**src/rtl/uart_byte_fifo.sv**
```systemverilog
// uart_byte_fifo: byte FIFO between the UART receiver and transmitter in the
// loopback path. Received bytes are buffered, then handed to the transmitter
// one at a time, waiting for each frame's done pulse before the next strobe.
// Optional feature: define UART_FIFO_CRLF_EN to follow every transmitted
// 0x0D with an inserted 0x0A (no extra FIFO entry consumed).
module uart_byte_fifo #(
    parameter  int DEPTH = 16,
    localparam int AW    = $clog2(DEPTH)
) (
    input  logic          i_clk,
    input  logic          i_rst_n,
    input  logic          i_rx_dv,
    input  logic [7:0]    i_rx_data,
    output logic          o_tx_dv,
    output logic [7:0]    o_tx_data,
    input  logic          i_tx_active,
    input  logic          i_tx_done,
    output logic [AW:0]   o_count,
    output logic          o_empty,
    output logic          o_full,
    output logic          o_overflow,
    input  logic          i_ovf_clr
);

    typedef enum logic {
        IDLE = 1'b0,
        BUSY = 1'b1
    } state_t;

    localparam logic [AW:0]   COUNT_FULL = (AW + 1)'(DEPTH);
    localparam logic [AW-1:0] PTR_ONE    = AW'(1);
    localparam logic [AW:0]   COUNT_ONE  = (AW + 1)'(1);

    logic [7:0]    mem [DEPTH];

    state_t        state_q, state_d;
    logic [AW-1:0] wr_ptr_q, wr_ptr_d;
    logic [AW-1:0] rd_ptr_q, rd_ptr_d;
    logic [AW:0]   count_q, count_d;
    logic          tx_dv_q, tx_dv_d;
    logic [7:0]    tx_data_q, tx_data_d;
    logic          ovf_q, ovf_d;

    logic          full;
    logic          empty;
    logic          pop;
    logic          push;
    logic          drop;

    assign full  = (count_q == COUNT_FULL);
    assign empty = (count_q == '0);

    // Next-state logic: push/pop/drop decode, drain state machine, counters.
    always_comb begin
        // A pop is only possible from IDLE towards a transmitter that is free;
        // this also keeps a freshly reset block from strobing a busy transmitter.
        pop  = (state_q == IDLE) && !empty && !i_tx_active;
        // A full FIFO still accepts a byte when a slot frees on the same edge.
        push = i_rx_dv && (!full || pop);
        drop = i_rx_dv && full && !pop;

        state_d   = state_q;
        wr_ptr_d  = wr_ptr_q;
        rd_ptr_d  = rd_ptr_q;
        count_d   = count_q;
        tx_dv_d   = 1'b0;
        tx_data_d = tx_data_q;
        ovf_d     = (ovf_q && !i_ovf_clr) || drop;

        unique case (state_q)
            IDLE: begin
                if (pop) begin
                    tx_data_d = mem[rd_ptr_q];
                    rd_ptr_d  = rd_ptr_q + PTR_ONE;
                    tx_dv_d   = 1'b1;
                    state_d   = BUSY;
                end
            end
            BUSY: begin
                if (i_tx_done) begin
`ifdef UART_FIFO_CRLF_EN
                    // A finished CR is chased by an LF; the LF itself ends normally.
                    if (tx_data_q == 8'h0D) begin
                        tx_data_d = 8'h0A;
                        tx_dv_d   = 1'b1;
                    end else begin
                        state_d = IDLE;
                    end
`else
                    state_d = IDLE;
`endif
                end
            end
            default: state_d = IDLE;
        endcase

        if (push) begin
            wr_ptr_d = wr_ptr_q + PTR_ONE;
        end

        unique case ({push, pop})
            2'b10:   count_d = count_q + COUNT_ONE;
            2'b01:   count_d = count_q - COUNT_ONE;
            default: count_d = count_q;
        endcase
    end

    // Control and output registers, cleared by the asynchronous reset.
    always_ff @(posedge i_clk or negedge i_rst_n) begin
        if (!i_rst_n) begin
            state_q   <= IDLE;
            wr_ptr_q  <= '0;
            rd_ptr_q  <= '0;
            count_q   <= '0;
            tx_dv_q   <= 1'b0;
            tx_data_q <= 8'h00;
            ovf_q     <= 1'b0;
        end else begin
            state_q   <= state_d;
            wr_ptr_q  <= wr_ptr_d;
            rd_ptr_q  <= rd_ptr_d;
            count_q   <= count_d;
            tx_dv_q   <= tx_dv_d;
            tx_data_q <= tx_data_d;
            ovf_q     <= ovf_d;
        end
    end

    // Byte storage; contents need no reset because the pointers define validity.
    always_ff @(posedge i_clk) begin
        if (push) begin
            mem[wr_ptr_q] <= i_rx_data;
        end
    end

    assign o_tx_dv    = tx_dv_q;
    assign o_tx_data  = tx_data_q;
    assign o_count    = count_q;
    assign o_empty    = empty;
    assign o_full     = full;
    assign o_overflow = ovf_q;

endmodule
```
**config.mk**
```make
export PLATFORM = sky130hd
export DESIGN_NAME = uart_byte_fifo
export DESIGN_NICKNAME = d
export VERILOG_FILES = /design/src/rtl/uart_byte_fifo.sv
export SDC_FILE = /design/constraint.sdc
export NUM_CORES = 1
export LEC_CHECK = 0
export BUFFER_PORTS_ARGS = -buffer_cell sky130_fd_sc_hd__buf_4
export CORE_ASPECT_RATIO = 1.1
export CORE_MARGIN = 3
export CORE_UTILIZATION = 55
export CTS_BUF_LIST = sky130_fd_sc_hd__clkbuf_8
export DETAILED_ROUTE_END_ITERATION = 12
export PLACE_DENSITY = 0.76
export SLEW_MARGIN = 20
export SYNTH_ARGS = -nofsm -noshare
export SYNTH_HDL_FRONTEND = slang
export SYNTH_SLANG_ARGS = --single-unit
```
**constraint.sdc**
```tcl
create_clock -name i_clk -period 2.9 [get_ports i_clk]
set_input_delay 0.58 -clock i_clk [delete_from_list [all_inputs] [get_ports i_clk]]
set_output_delay 0.58 -clock i_clk [all_outputs]
set_load 0.1 [all_outputs]
```
======== Yosys cells after proc, flatten, opt, wreduce, memory -nomap -nowiden ========
Memory sizes are Yosys's and may differ from the RTL's. A register that Yosys moved wholly into a read port is not among the register bits.
Index checks and enable logic that the tools add are counted.
storage, ports and cells
  memories ................................ 1
  word-level logic and storage cells ...... 39
  input port bits ......................... 14
  flip-flop bits (word level) ............. 16
  bits in writable memories ............... 128
operators by class
  bitwise operators ....................... 1
  eq/ne operators ......................... 3
  reduce and logical (&&, ||, !) cells .... 17
  $add $sub $neg .......................... 4
  multiplexer cells ....................... 7
memory list
  name  depth  bits a word  read ports  clocked after memory_dff  write ports  RTL line  source
  mem   16     8            1           1                         1            34        logic [7:0] mem [DEPTH];
operators with widths
  operator                                                               number
  5-bit case mux with 2 select lines                                     1
  4-bit by 1-bit adder with 4-bit output, second input constant          2
  1-bit logical AND                                                      6
  1-bit zero test                                                        6
  5-bit by 1-bit adder with 5-bit output, second input constant          1
  5-bit equality test, second input constant                             1
  5-bit zero test                                                        1
  1-bit two-way mux                                                      5
  5-bit by 1-bit subtractor with 5-bit output, second input constant     1
  2-bit by 1-bit equality test with 1-bit output, second input constant  1
  2-bit equality test, second input constant                             1
  1-bit logical OR                                                       2
  1-bit case mux with 2 select lines                                     1
  2-bit AND reduction                                                    1
  2-bit nonzero test                                                     1
  1-bit inverter                                                         1

======== Logic depth before layout (Yosys ltp) ========
Gate-level depths: netlist of run 1.
  word-level depth ........................ 8
  gate-level depth with buffers ........... 13
  gate-level depth less buffers ........... 10

======== Least setup slack after synthesis of run 1 ========
No wires, ideal clock.
  kind .................................... register -> register
  start ................................... register count_q[1] (netlist: o_count[1])
  end ..................................... register count_q[4] (netlist: o_count[4])
  data arrival time ....................... 3.367 ns
  setup slack ............................. -0.593 ns
  library setup time ...................... 0.126 ns
  stages on the path, launching flop included .. 14
  period minus slack after synthesis ...... 3.493 ns
  required time ........................... 2.774 ns
  cell sequence ........................... dfrtp_1 > buf_2 > or4_4 > o31a_1 > buf_6 > inv_1 > ha_1 > clkbuf_1 > xor2_1 > ha_1 > o211a_1 > o31ai_1 > a31oi_1 > xnor2_1
between the ends
  longest elaborated chain between the ends .. 8
  elaborated cells on any way between the ends .. 14
ends and longest elaborated chain
  element                                                                                RTL line  source
  start, declared                                                                        39        logic [AW:0] count_q, count_d;
  start signal, assigned                                                                 122       count_q <= count_d;
  5-bit zero test                                                                        51        assign empty = (count_q == '0);
  1-bit zero test                                                                        57        pop = (state_q == IDLE) && !empty && !i_tx_active;
  1-bit logical AND (2 in series)                                                        57
  1-bit logical OR                                                                       59        push = i_rx_dv && (!full || pop);
  1-bit logical AND                                                                      59
  2-bit by 1-bit equality test with 1-bit output or 2-bit equality test (tied branches)  101       unique case ({push, pop})
  5-bit case mux with 2 select lines or 2-bit nonzero test (tied branches)               --
Parallel ways exist; a longest one is shown, timed or not.
A chain may end at the register's enable or synchronous reset.

======== Final worst setup path of run 1 ========
  start ................................... register count_q[2] (netlist: o_count[2])
  end ..................................... register count_q[4] (netlist: o_count[4])
The elaborated chain is that of the path after synthesis.

==> results of run 1 <==
[placed cells by master (no fill, tap or decap), drive strengths merged]
cell type  instances
o211a              1
a31oi              1
nor3               4
xnor2              8
clkbuf            17
a32o               1
nand2             11
a311oi             1
or2                1
nor2b              9
nand2b             3
o31ai              1
or4                1
a22o               8
ha                 9
nand4              2
mux4              32
clkinv             2
and3b              1
clkinvlp           4
a21o               1
mux2               1
nor2              17
a211o              8
a21oi             11
inv               18
edfxtp           128
mux2i              8
o31a               1
dfrtp             24
buf               40
nor3b              1
xor2               3
o21ai              6
[kinds of logic after synthesis]
kind of cell / Yosys count / synth area share (%)
AND/OR/NAND/NOR: 50 / 4.22
buffers and inverters: 31 / 2.60
flip-flops: 152 / 72.0
adder cells (fa/ha/maj): 9 / 1.83
AO/OA/AOI/OAI: 40 / 4.60
XOR/XNOR: 11 / 1.56
multiplexers: 41 / 13.2
[through the flow]
| stage | cell area (sq um) | power (mW) | hold slack, ns | util [%] |
|---|---|---|---|---|
| 6_report | 6930 | 7.04 | 0.0402 | 64.8 |
| 5_1_grt | 6930 | 7.40 | 0.0322 | 64.8 |
| 4_1_cts | 6920 | 7.12 | 0.0277 | 64.8 |
| 3_5_place_dp | 6570 | 5.69 | 0.496 | 61.5 |
| 3_3_place_gp | 6570 | 5.65 | 0.480 | 61.5 |
| 2_1_floorplan | 6230 | 5.12 | 0.284 | - |
[sequential cells by signal (all words and copies together), names as in the netlist]
register    count
o_count         5
o_tx_data       8
wr_ptr_q        4
mem           128
rd_ptr_q        4
state_q         1
o_tx_dv         1
o_overflow      1
[power groups by stage]
stage / sequential [mW] / clock, mW / combinational (mW)
3_3_place_gp: 3.10 / 0 / 2.55
3_5_place_dp: 3.12 / 0 / 2.58
5_1_grt: 3.12 / 1.55 / 2.74
6_report: 3.06 / 1.43 / 2.55
2_1_floorplan: 3.55 / 0 / 1.57
4_1_cts: 3.07 / 1.45 / 2.59
[area by class of cell]
class / count / area [sq um]
fillers: 718 / 3760
inverters: 9 / 36.3
flip-flops and latches: 152 / 4460
well taps: 143 / 179
repair buffers: 40 / 313
clock inverters: 15 / 116
multi-input cells: 151 / 1590
clock buffers: 17 / 234
[path summary, 6_finish.rpt]
kind	cells after the start	end	slack [ns]	start
worst min-delay path	1	o_count[4]	0.04	i_rst_n
worst min register to register	1	o_tx_data[5]	0.52	o_tx_data[5]
min in group i_clk	2	state_q	0.33	i_tx_done
worst max-delay path	10	o_count[4]	0.21	o_count[2]
max in group asynchronous	1	o_count[1]	2.59	i_rst_n
worst max register to register	10	o_count[4]	0.21	o_count[2]
[worst max-delay path: stages (launching register included)]
cell     delay [ns]
dfrtp_4        0.53
or4_4          0.57
o21ai_2        0.17
inv_1          0.13
ha_4           0.21
xor2_1         0.16
ha_2           0.19
o211a_1        0.22
o31ai_1        0.19
a31oi_1        0.07
xnor2_1        0.13
[metal layers]
| metal | vias up | part of all wire (%) | global-route usage [%] |
|---|---|---|---|
| met1 | 1504 | 40 | 26.0 |
| met2 | 116 | 52 | 32.7 |
| li1 | 1383 | - | - |
| met4 | 0 | 0.42 | 5.37 |
| met3 | 4 | 6.8 | 3.95 |
| met5 | - | 0 | 0 |
[synth_stat cells, types with 2 or more instances]
library cell	count
mux2i_1	8
a211o_1	8
buf_1	2
edfxtp_1	128
nand2b_1	3
clkbuf_1	7
xnor2_1	8
nor3_1	4
nor2b_1	9
mux4_2	32
a22o_1	8
ha_1	9
o21ai_0	5
nand2_1	10
buf_2	8
dfrtp_1	24
xor2_1	3
inv_1	9
nor2_1	17
buf_6	4
a21oi_1	11
==> impl_results.md, run 1 <==
* Max-slew headroom at 26.9%
* Vias per inst at 5.71
* Logic pwr share at 36.2%
* CTS Hold Bufs at 0
* Gr usage total at 19.3%
* Setup TNS at 0 ns
* DRT iter0 DRCs at 266
* Area Overhead vs Synth at 12.3%
* CTS clk-pin slew, worst paths at 0.09 ns
* Clk buf depth at 2
* CP endpoint kind: flop
* Worst skew pair latency at 0.43 ns
* Layout Nets at 394
* Syn Nets at 357
* Setup ws final at 0.210 ns
* Crit path time final at 2.69 ns
* CP Launch Type: flop
* Worst VDD drop at 0.658 mV
* Mapped Area at 6170 sq um
* Top FF cell, synth: edfxtp_1
* Sequential power share at 43.5%
* Final setup vio count at 0
* Power share of the clock group at 20.3%
* H-tree levels at 4
* Switching pwr at 2.71 mW
* Sequential fraction of the synthesis area at 72.0%
* CTS root buf: clkbuf_8
* Non-filler instance count after layout at 527
* Yosys cell types at 38
* Pwr per Cell Area at 1020 nW/um^2
* Worst-margin pin slew at 1.09 ns
* CORE AREA at 10700 sq um
* FMAX at 372 MHz
* IO Count at 31
* Worst hold path type: input pin to asynchronous set/reset pin
* Largest net degree at the start of global routing at 33
* Remaining Overflow, GRT at 0
* Status: complete, no violations
* DP Worst Slack at 0.177 ns
* Num CTS Buffers at 17
* Setup CP Type: flop to flop
* Post-CTS Resized at 0
* Post-synthesis cell count at 334
* Buffer count from post-CTS setup fixing at 0
* First-pass GRT wire length at 17700 microns
* Die area at 12500 sq um
* RSZ-0062 raised after global routing: no
* Ys Warns at 0
* Vias at 3007
* Die width at 107 microns
* Max-cap violations at 0
* Leak at 2.44 nW
* WL final at 11100 microns
* Cell taking the most area after synthesis: edfxtp_1
* CTS tree: built
* Synth top area cells: edfxtp_1, mux4_2, dfrtp_1, ha_1, mux2i_1
* Final GP Congestion at 0.779
* Internal power at 4.33 mW
* Initial antenna violation count at 0
* Seq cells post-synth at 152
* Post-synth EDFFs at 128
* Req. time, crit path at 3.22 ns
* Top-area cell type share of the netlist area at 62.3%
* Syn_area_per_cell at 18.5 sq um
* IO Port Bufs at 30
* Final Max Tran Viols at 0
* Worst EP arrival at 3.01 ns
* ANT cells at 0
* DP HPWL at 7530 microns
* Number of global-route vias before repair at 3127
* Row count at 39
* Final Hold Viols at 0
* Starting Density at 57.7%
* DR WL/cell at 21.0 microns
* Die height at 117 microns
* DRC at 0
* Layout cells sized above 1 at 31.3%
* Switching Share at 38.5%
* Final Cycle Share at 92.8%
* Placed Cells incl. Taps at 495
* CP max FO at 9
* Worst Clk Skew at 0.0160 ns
* DR pass1 iterations at 4
* Post-synthesis async set-or-reset flop share at 15.8%
* Post-DRT Antenna Nets at 0
* Num Clock Sinks at 152
Note: power is estimated with default switching activity, not from simulation.
==> inputs of run 2 (changes only) <==
--- a/config.mk
+++ b/config.mk
@@ -5,13 +5,14 @@
 export SDC_FILE = /design/constraint.sdc
 export NUM_CORES = 1
 export LEC_CHECK = 0
+export ABC_AREA = 1
 export BUFFER_PORTS_ARGS = -buffer_cell sky130_fd_sc_hd__buf_4
 export CORE_ASPECT_RATIO = 1.1
 export CORE_MARGIN = 3
 export CORE_UTILIZATION = 55
 export CTS_BUF_LIST = sky130_fd_sc_hd__clkbuf_8
 export DETAILED_ROUTE_END_ITERATION = 12
-export PLACE_DENSITY = 0.76
+export PLACE_DENSITY = 0.81
 export SLEW_MARGIN = 20
 export SYNTH_ARGS = -nofsm -noshare
 export SYNTH_HDL_FRONTEND = slang
==> impl_results.md, run 2 <==
* Status: complete, no violations
* Max FFs per register at 128 (unchanged)
* Top sig layer: met4
* Num CTS Buffers at 17 (unchanged)
* Die area at 13800 sq um (+10%)
* Met3 wire len at 1020 microns (+36%)
* Post-synth EDFFs at 128 (unchanged)
* Wl on met1 at 5250 microns (+17%)
* CP Launch Type: flop
* Logic pwr share at 41.2% (+5.0 points)
* Setup TNS at 0 ns (unchanged)
* Routed length on met2 at 7610 microns (+31%)
* Ys Warns at 0 (unchanged)
* Cell mode on critical path: nand2_1
* IO Port Bufs at 30 (unchanged)
* Pwr per Cell Area at 1030 nW/um^2 (+1.3%)
* Switching Share at 42.6% (+4.1 points)
* Area Overhead vs Synth at 13.3%
* Top-area cell type share of the netlist area at 56.4% (-5.9 points)
* Final setup vio count at 0 (unchanged)
* DP HPWL at 9190 microns (+22%)
* Gr usage total at 21.9% (+2.6 points)
* R2R cell count at 17 (+7)
* Req. time, crit path at 3.28 ns (+0.06 ns)
* Mapped Area at 6820 sq um (+11%)
* Worst VDD drop at 0.616 mV (-6.4%)
* CTS clk-pin slew, worst paths at 0.08 ns (about the same)
* Die width at 112 microns (+4.9%)
* Leading cell type in the layout, fill and taps excluded: nand2_1
* CP endpoint kind: flop
* Initial antenna violation count at 0 (unchanged)
* DRT iter0 DRCs at 465 (+75%)
* Critical-path top delay cell: dfrtp_4
* CTS Hold Bufs at 0 (unchanged)
* Max-slew headroom at 52.0% (+25 points)
* Seq cells post-synth at 152 (unchanged)
* Num Clock Sinks at 152 (unchanged)
* CTS tree: built
* Crit path time final at 2.70 ns (+0.00587 ns)
* Filler Cells Inserted at 883 (+23%)
* Remaining Overflow, GRT at 0 (unchanged)
* Post-synthesis async set-or-reset flop share at 15.8% (unchanged)
* CTS root buf: clkbuf_8
* Top FF cell, synth: edfxtp_1
* DR pass1 iterations at 5 (+1)
* Buffer count from post-CTS setup fixing at 0 (unchanged)
* CORE AREA at 12100 sq um (+13%)
* Internal power at 4.57 mW (+5.5%)
* Die height at 123 microns (+4.9%)
* Worst EP arrival at 3.08 ns (+0.07 ns)
* DRC at 0 (unchanged)
* RSZ-0062 raised after global routing: no
* WL final at 14400 microns (+30%)
* Final GP Congestion at 0.875 (+12%)
* Worst hold path type: input pin to asynchronous set/reset pin
* Most frequent cells in the layout: nand2_1, edfxtp_1, inv_1, nand3_1, buf_4
* FMAX at 371 MHz (-0.22%)
* CP cell instances: nor2_2 > nand2_2 > nor2_4 > inv_2 > nand2_4 > nand2_4 > nand2_4 > ha_4 > xor2_1 > ha_1 > inv_1 > nand2_1 > nand3_1 > nand2_1 > xor2_1 > nand2_1 > nand2_1
* Max-cap violations at 0 (unchanged)
* Cell taking the most area after synthesis: edfxtp_1
* Worst-margin pin slew at 0.720 ns (-0.368 ns)
* Setup CP Type: flop to flop
* Post-CTS Resized at 0 (unchanged)
* Number of global-route vias before repair at 4728 (+51%)
* Syn_area_per_cell at 9.97 sq um (-46%)
* Layout cells sized above 1 at 13.7% (-18 points)
* Final Max Tran Viols at 0 (unchanged)
* Largest net degree at the start of global routing at 67 (+100%)
* Row count at 42 (+7.7%)
* Vias at 4798 (+60%)
* Core Util, Final at 63.9% (-0.90 points)
* Top cells by count, synth: nand2_1, edfxtp_1, inv_1
* Post-synthesis cell count at 684 (+100%)
* Final Cycle Share at 93.0% (+0.20 points)
* Worst skew pair latency at 0.44 ns (about the same)
* IO Count at 31 (unchanged)
* Synth top area cells: edfxtp_1, nand2_1, dfrtp_1, nand3_1, inv_1
* Sequential fraction of the synthesis area at 65.2% (-6.9 points)
* Clk buf depth at 2 (unchanged)
* Starting Density at 56.4% (-1.3 points)
* Power share of the clock group at 22.2% (+1.9 points)
* Final Hold Viols at 0 (unchanged)
* Crit-path max cell delay at 0.51 ns (-0.06 ns)
* Non-filler instance count after layout at 891 (+69%)
* Post-DRT Antenna Nets at 0 (unchanged)
* Leak at 3.47 nW (+42%)
* H-tree levels at 4 (unchanged)
* DR WL/cell at 16.2 microns (-23%)
* Biggest register: mem
* Yosys cell types at 25 (-34%)
* Most numerous cell in the Yosys netlist: nand2_1
* First-pass GRT wire length at 22800 microns (+29%)
* Switching pwr at 3.39 mW (+25%)
* Syn Nets at 707 (+98%)
* Layout Nets at 747 (+90%)
* Sequential power share at 36.5% (-7.0 points)
* Worst Clk Skew at 0.00682 ns (-0.00915 ns)
* Placed Cells incl. Taps at 859 (+74%)
* ANT cells at 0 (unchanged)
* CP max FO at 23 (+14)
* Vias per inst at 5.38 (-5.6%)
run 2: routing by layer:
metal	global-route usage [%]	up-vias
met4	13.1	0
met3	4.83	35
met1	25.1	2280
met5	0	-
met2	37.9	214
li1	-	2269
run 2: cell families after synthesis:
logic type                 synth area share (%)
and+or+nand+nor                            22.2
DFF                                        65.2
buffers and inverters                      8.99
AOI/OAI and AO/OA                         0.807
xor gates and xnor gates                   1.16
adders and majority gates                  1.65
run 2: layout make-up:
cell class / instances / area [sq um] / share of cell area, %
multi-input cells: 382 / 1790 / 23.1
well taps: 154 / 193 / 2.49
inverters: 121 / 454 / 5.88
clock buffers: 17 / 234 / 3.03
repair buffers: 50 / 388 / 5.02
clock inverters: 15 / 209 / 2.70
flip-flops and latches: 152 / 4460 / 57.8
run 2: worst paths after layout:
path / slack, ns / endpoint / startpoint
worst max-delay path: 0.20 / o_count[4] / o_count[1]
worst min register to register: 0.49 / o_tx_data[3] / o_tx_data[3]
worst max register to register: 0.20 / o_count[4] / o_count[1]
max in group asynchronous: 2.60 / o_count[1] / i_rst_n
worst min-delay path: 0.02 / o_tx_data[1] / i_rst_n
min in group i_clk: 0.29 / o_overflow / i_ovf_clr
run 2: critical path, delay by kind of cell (launching register included):
| kind | cells | cell delay (ns) |
|---|---|---|
| simple gates | 11 | 1.23 |
| flops | 1 | 0.51 |
| fa+ha+maj | 2 | 0.40 |
| xor+xnor | 2 | 0.40 |
| buf+inv | 2 | 0.09 |
run 2: power groups by stage:
| stage | Combinational [mW] | Sequential [mW] | Clock, mW |
|---|---|---|---|
| CTS | 3.26 | 2.90 | 1.78 |
| floorplan | 1.82 | 3.55 | 0 |
| finish | 3.28 | 2.90 | 1.77 |
| global route | 3.55 | 2.94 | 1.86 |
| global placement | 3.13 | 2.93 | 0 |
| detailed placement | 3.22 | 2.95 | 0 |
run 2: per-stage QoR:
step | area, sq um | setup slack, ns | hold WS, ns | power, mW
after detailed placement | 7280 | 0.261 | 0.471 | 6.17
final | 7720 | 0.204 | 0.0218 | 7.95
after floorplan | 6860 | -0.0444 | 0.284 | 5.37
after global placement | 7280 | 0.452 | 0.471 | 6.06
after CTS | 7720 | 0.237 | 0.0104 | 7.94
after global routing | 7720 | 0.0342 | 0.0203 | 8.35
==> inputs of run 3 (changes only) <==
--- a/config.mk
+++ b/config.mk
@@ -12,7 +12,9 @@
 export CORE_UTILIZATION = 55
 export CTS_BUF_LIST = sky130_fd_sc_hd__clkbuf_8
 export DETAILED_ROUTE_END_ITERATION = 12
+export HOLD_SLACK_MARGIN = 0.08
 export PLACE_DENSITY = 0.81
+export SKIP_CTS_REPAIR_TIMING = 1
 export SLEW_MARGIN = 20
 export SYNTH_ARGS = -nofsm -noshare
 export SYNTH_HDL_FRONTEND = slang
==> constraint.sdc (replaced) <==
create_clock -name i_clk -period 2.9 [get_ports i_clk]
set_input_delay 0.145 -clock i_clk [delete_from_list [all_inputs] [get_ports i_clk]]
set_output_delay 0.145 -clock i_clk [all_outputs]
set_load 0.1 [all_outputs]
==> impl_results.md, run 3 (synthesized netlist as in run 2, its figures left out) <==
* Status: complete, no violations
* Die height at 123 microns (unchanged)
* Die area at 13800 sq um (unchanged)
* Met3 wire len at 1110 microns (+8.6%)
* Worst reg2reg startpoint: o_count[1]
* FMAX at 375 MHz (+1.1%)
* Crit path time final at 2.67 ns (-0.0301 ns)
* Number of global-route vias before repair at 4776 (+1.0%)
* Final Hold Viols at 0 (unchanged)
* Max-cap violations at 0 (unchanged)
* Starting Density at 56.4% (unchanged)
* Placed Cells incl. Taps at 853 (-0.70%)
* Cell mode on critical path: nand2_1
* Worst-margin pin slew at 1.09 ns (+0.370 ns)
* Row count at 42 (unchanged)
* WL final at 15300 microns (+6.1%)
* CTS clk-pin slew, worst paths at 0.08 ns (about the same)
* R2R cell count at 17 (unchanged)
* Crit path from: o_count[1]
* Setup CP Type: flop to flop
* DRC at 0 (unchanged)
* Vias at 4977 (+3.7%)
* CTS root buf: clkbuf_8
* Biggest register: mem
* Leading cell type in the layout, fill and taps excluded: nand2_1
* Num Clock Sinks at 152 (unchanged)
* Worst hold path type: input pin to flop
* First-pass GRT wire length at 23400 microns (+2.6%)
* Vias per inst at 5.55 (+3.0%)
* Leak at 3.46 nW (-0.22%)
* DP HPWL at 9460 microns (+3.0%)
* Die width at 112 microns (unchanged)
* Req. time, crit path at 3.28 ns (about the same)
* CP cell instances: nor2_2 > nand2_2 > nor2_4 > inv_2 > nand2_4 > nand2_4 > nand2_8 > ha_4 > xor2_1 > ha_1 > inv_1 > nand2_1 > nand3_1 > nand2_1 > xor2_1 > nand2_1 > nand2_1
* Post-route cell area at 7770 sq um (+0.65%)
* Final Max Tran Viols at 0 (unchanged)
* Setup ws final at 0.234 ns (+0.0301 ns)
* Critical-path top delay cell: dfrtp_4
* Most frequent cells in the layout: nand2_1, edfxtp_1, inv_1, nand3_1, buf_4
* Worst Clk Skew at 0.00788 ns (+0.00106 ns)
* Worst skew pair latency at 0.44 ns (about the same)
* CTS tree: built
* CP Launch Type: flop
* Largest net degree at the start of global routing at 67 (unchanged)
* Remaining Overflow, GRT at 0 (unchanged)
* Worst path bufs/invs at 2 (unchanged)
* Worst EP arrival at 3.05 ns (-0.03 ns)
* Reg2reg setup slack at 0.23 ns (+0.03 ns)
* H-tree levels at 4 (unchanged)
* Final GP Congestion at 0.884 (+1.0%)
* Hold endpoint: o_tx_dv
* Crit-path leading delay family: simple AND/OR/NAND/NOR gates
* Clk buf depth at 2 (unchanged)
* Post-DRT Antenna Nets at 0 (unchanged)
* Top sig layer: met4
* R2r endpoint: o_count[4]
* Layout Nets at 753 (+0.80%)
* Routed length on met2 at 8050 microns (+5.9%)
* CORE AREA at 12100 sq um (unchanged)
* Area Overhead vs Synth at 14.0%
* IO Count at 31 (unchanged)
* IO Port Bufs at 30 (unchanged)
* Pwr per Cell Area at 1010 nW/um^2 (-2.1%)
* Critical Path Stages at 17 (unchanged)
* Final setup vio count at 0 (unchanged)
* DR pass1 iterations at 7 (+2)
* Crit-path max cell delay at 0.52 ns (about the same)
* Num CTS Buffers at 17 (unchanged)
* Max-slew headroom at 26.8% (-25 points)
* ANT cells at 0 (unchanged)
* Initial antenna violation count at 0 (unchanged)
* RSZ-0062 raised after global routing: no
* Worst Hold Path Cells at 4
* DR WL/cell at 17.0 microns (+5.4%)
* Gr usage total at 22.3% (+0.41 points)
* Wl on met1 at 5530 microns (+5.3%)
* CP endpoint kind: flop
* Max FFs per register at 128 (unchanged)
* Layout cells sized above 1 at 13.2% (-0.51 points)
* Worst VDD drop at 0.619 mV (+0.64%)
* Final Cycle Share at 91.9% (-1.0 points)
* Non-filler instance count after layout at 897 (+0.67%)
* Hold Path Origin: i_tx_active
* CP max FO at 23 (unchanged)
* Placed Area at 7240 sq um (-0.62%)
* DP Worst Slack at 0.249 ns (-0.0126 ns)
* Worst hold slack at 0.0734 ns (+0.0515 ns)
* DRT iter0 DRCs at 416 (-11%)
* Power Total at 7.83 mW (-1.5%)
-- run 3: changes by cell type in the layout (fill, tap and decap cells not counted), moves of 3 or more --
cell | before | now
buf_4 | 49 | 43
nor3_1 | 16 | 13
nor3_2 | 0 | 3
dlygate4sd3_1 | 0 | 12
-- run 3: metal layers --
layer | vias to the layer above | global-route usage, %
li1 | 2280 | -
met1 | 2386 | 26.7
met2 | 256 | 38.2
met3 | 55 | 4.24
met4 | 0 | 12.7
met5 | - | 0
-- run 3: worst register-to-register path: cells and delay by family, from the launching register on --
kind	cells	cell delay (ns)
xor gates and xnor gates	2	0.41
and+or+nand+nor	11	1.20
buffers and inverters	2	0.09
DFF	1	0.52
adders and majority gates	2	0.40
-- run 3: through the flow --
stage | TNS [ns] | utilization [%]
3_3_place_gp | 0 | 59.9
3_5_place_dp | 0 | 59.9
2_1_floorplan | -0.0444 | -
6_report | 0 | 64.3
5_1_grt | 0 | 64.3
4_1_cts | 0 | 63.1
-- run 3: cell type report --
type	instances	area (sq um)
clock inverters	15	160
multi-input cells	382	1810
well taps	154	193
fillers	884	4310
inverters	121	454
clock buffers	17	234
repair buffers	56	463
flip-flops and latches	152	4460
-- run 3: where the power goes --
part	internal [mW]	switching [mW]
Clock	0.836	0.752
Combinational	0.861	2.46
Sequential	2.69	0.222
-- run 3: worst max-delay path by stage --
stage          slack [ns]          to
3_3_place_gp         0.41  o_count[4]
6_report             0.23  o_count[4]
5_1_grt              0.04  o_count[4]
4_1_cts              0.21  o_count[4]
2_1_floorplan       -0.04  o_count[4]
3_5_place_dp         0.25  o_count[4]
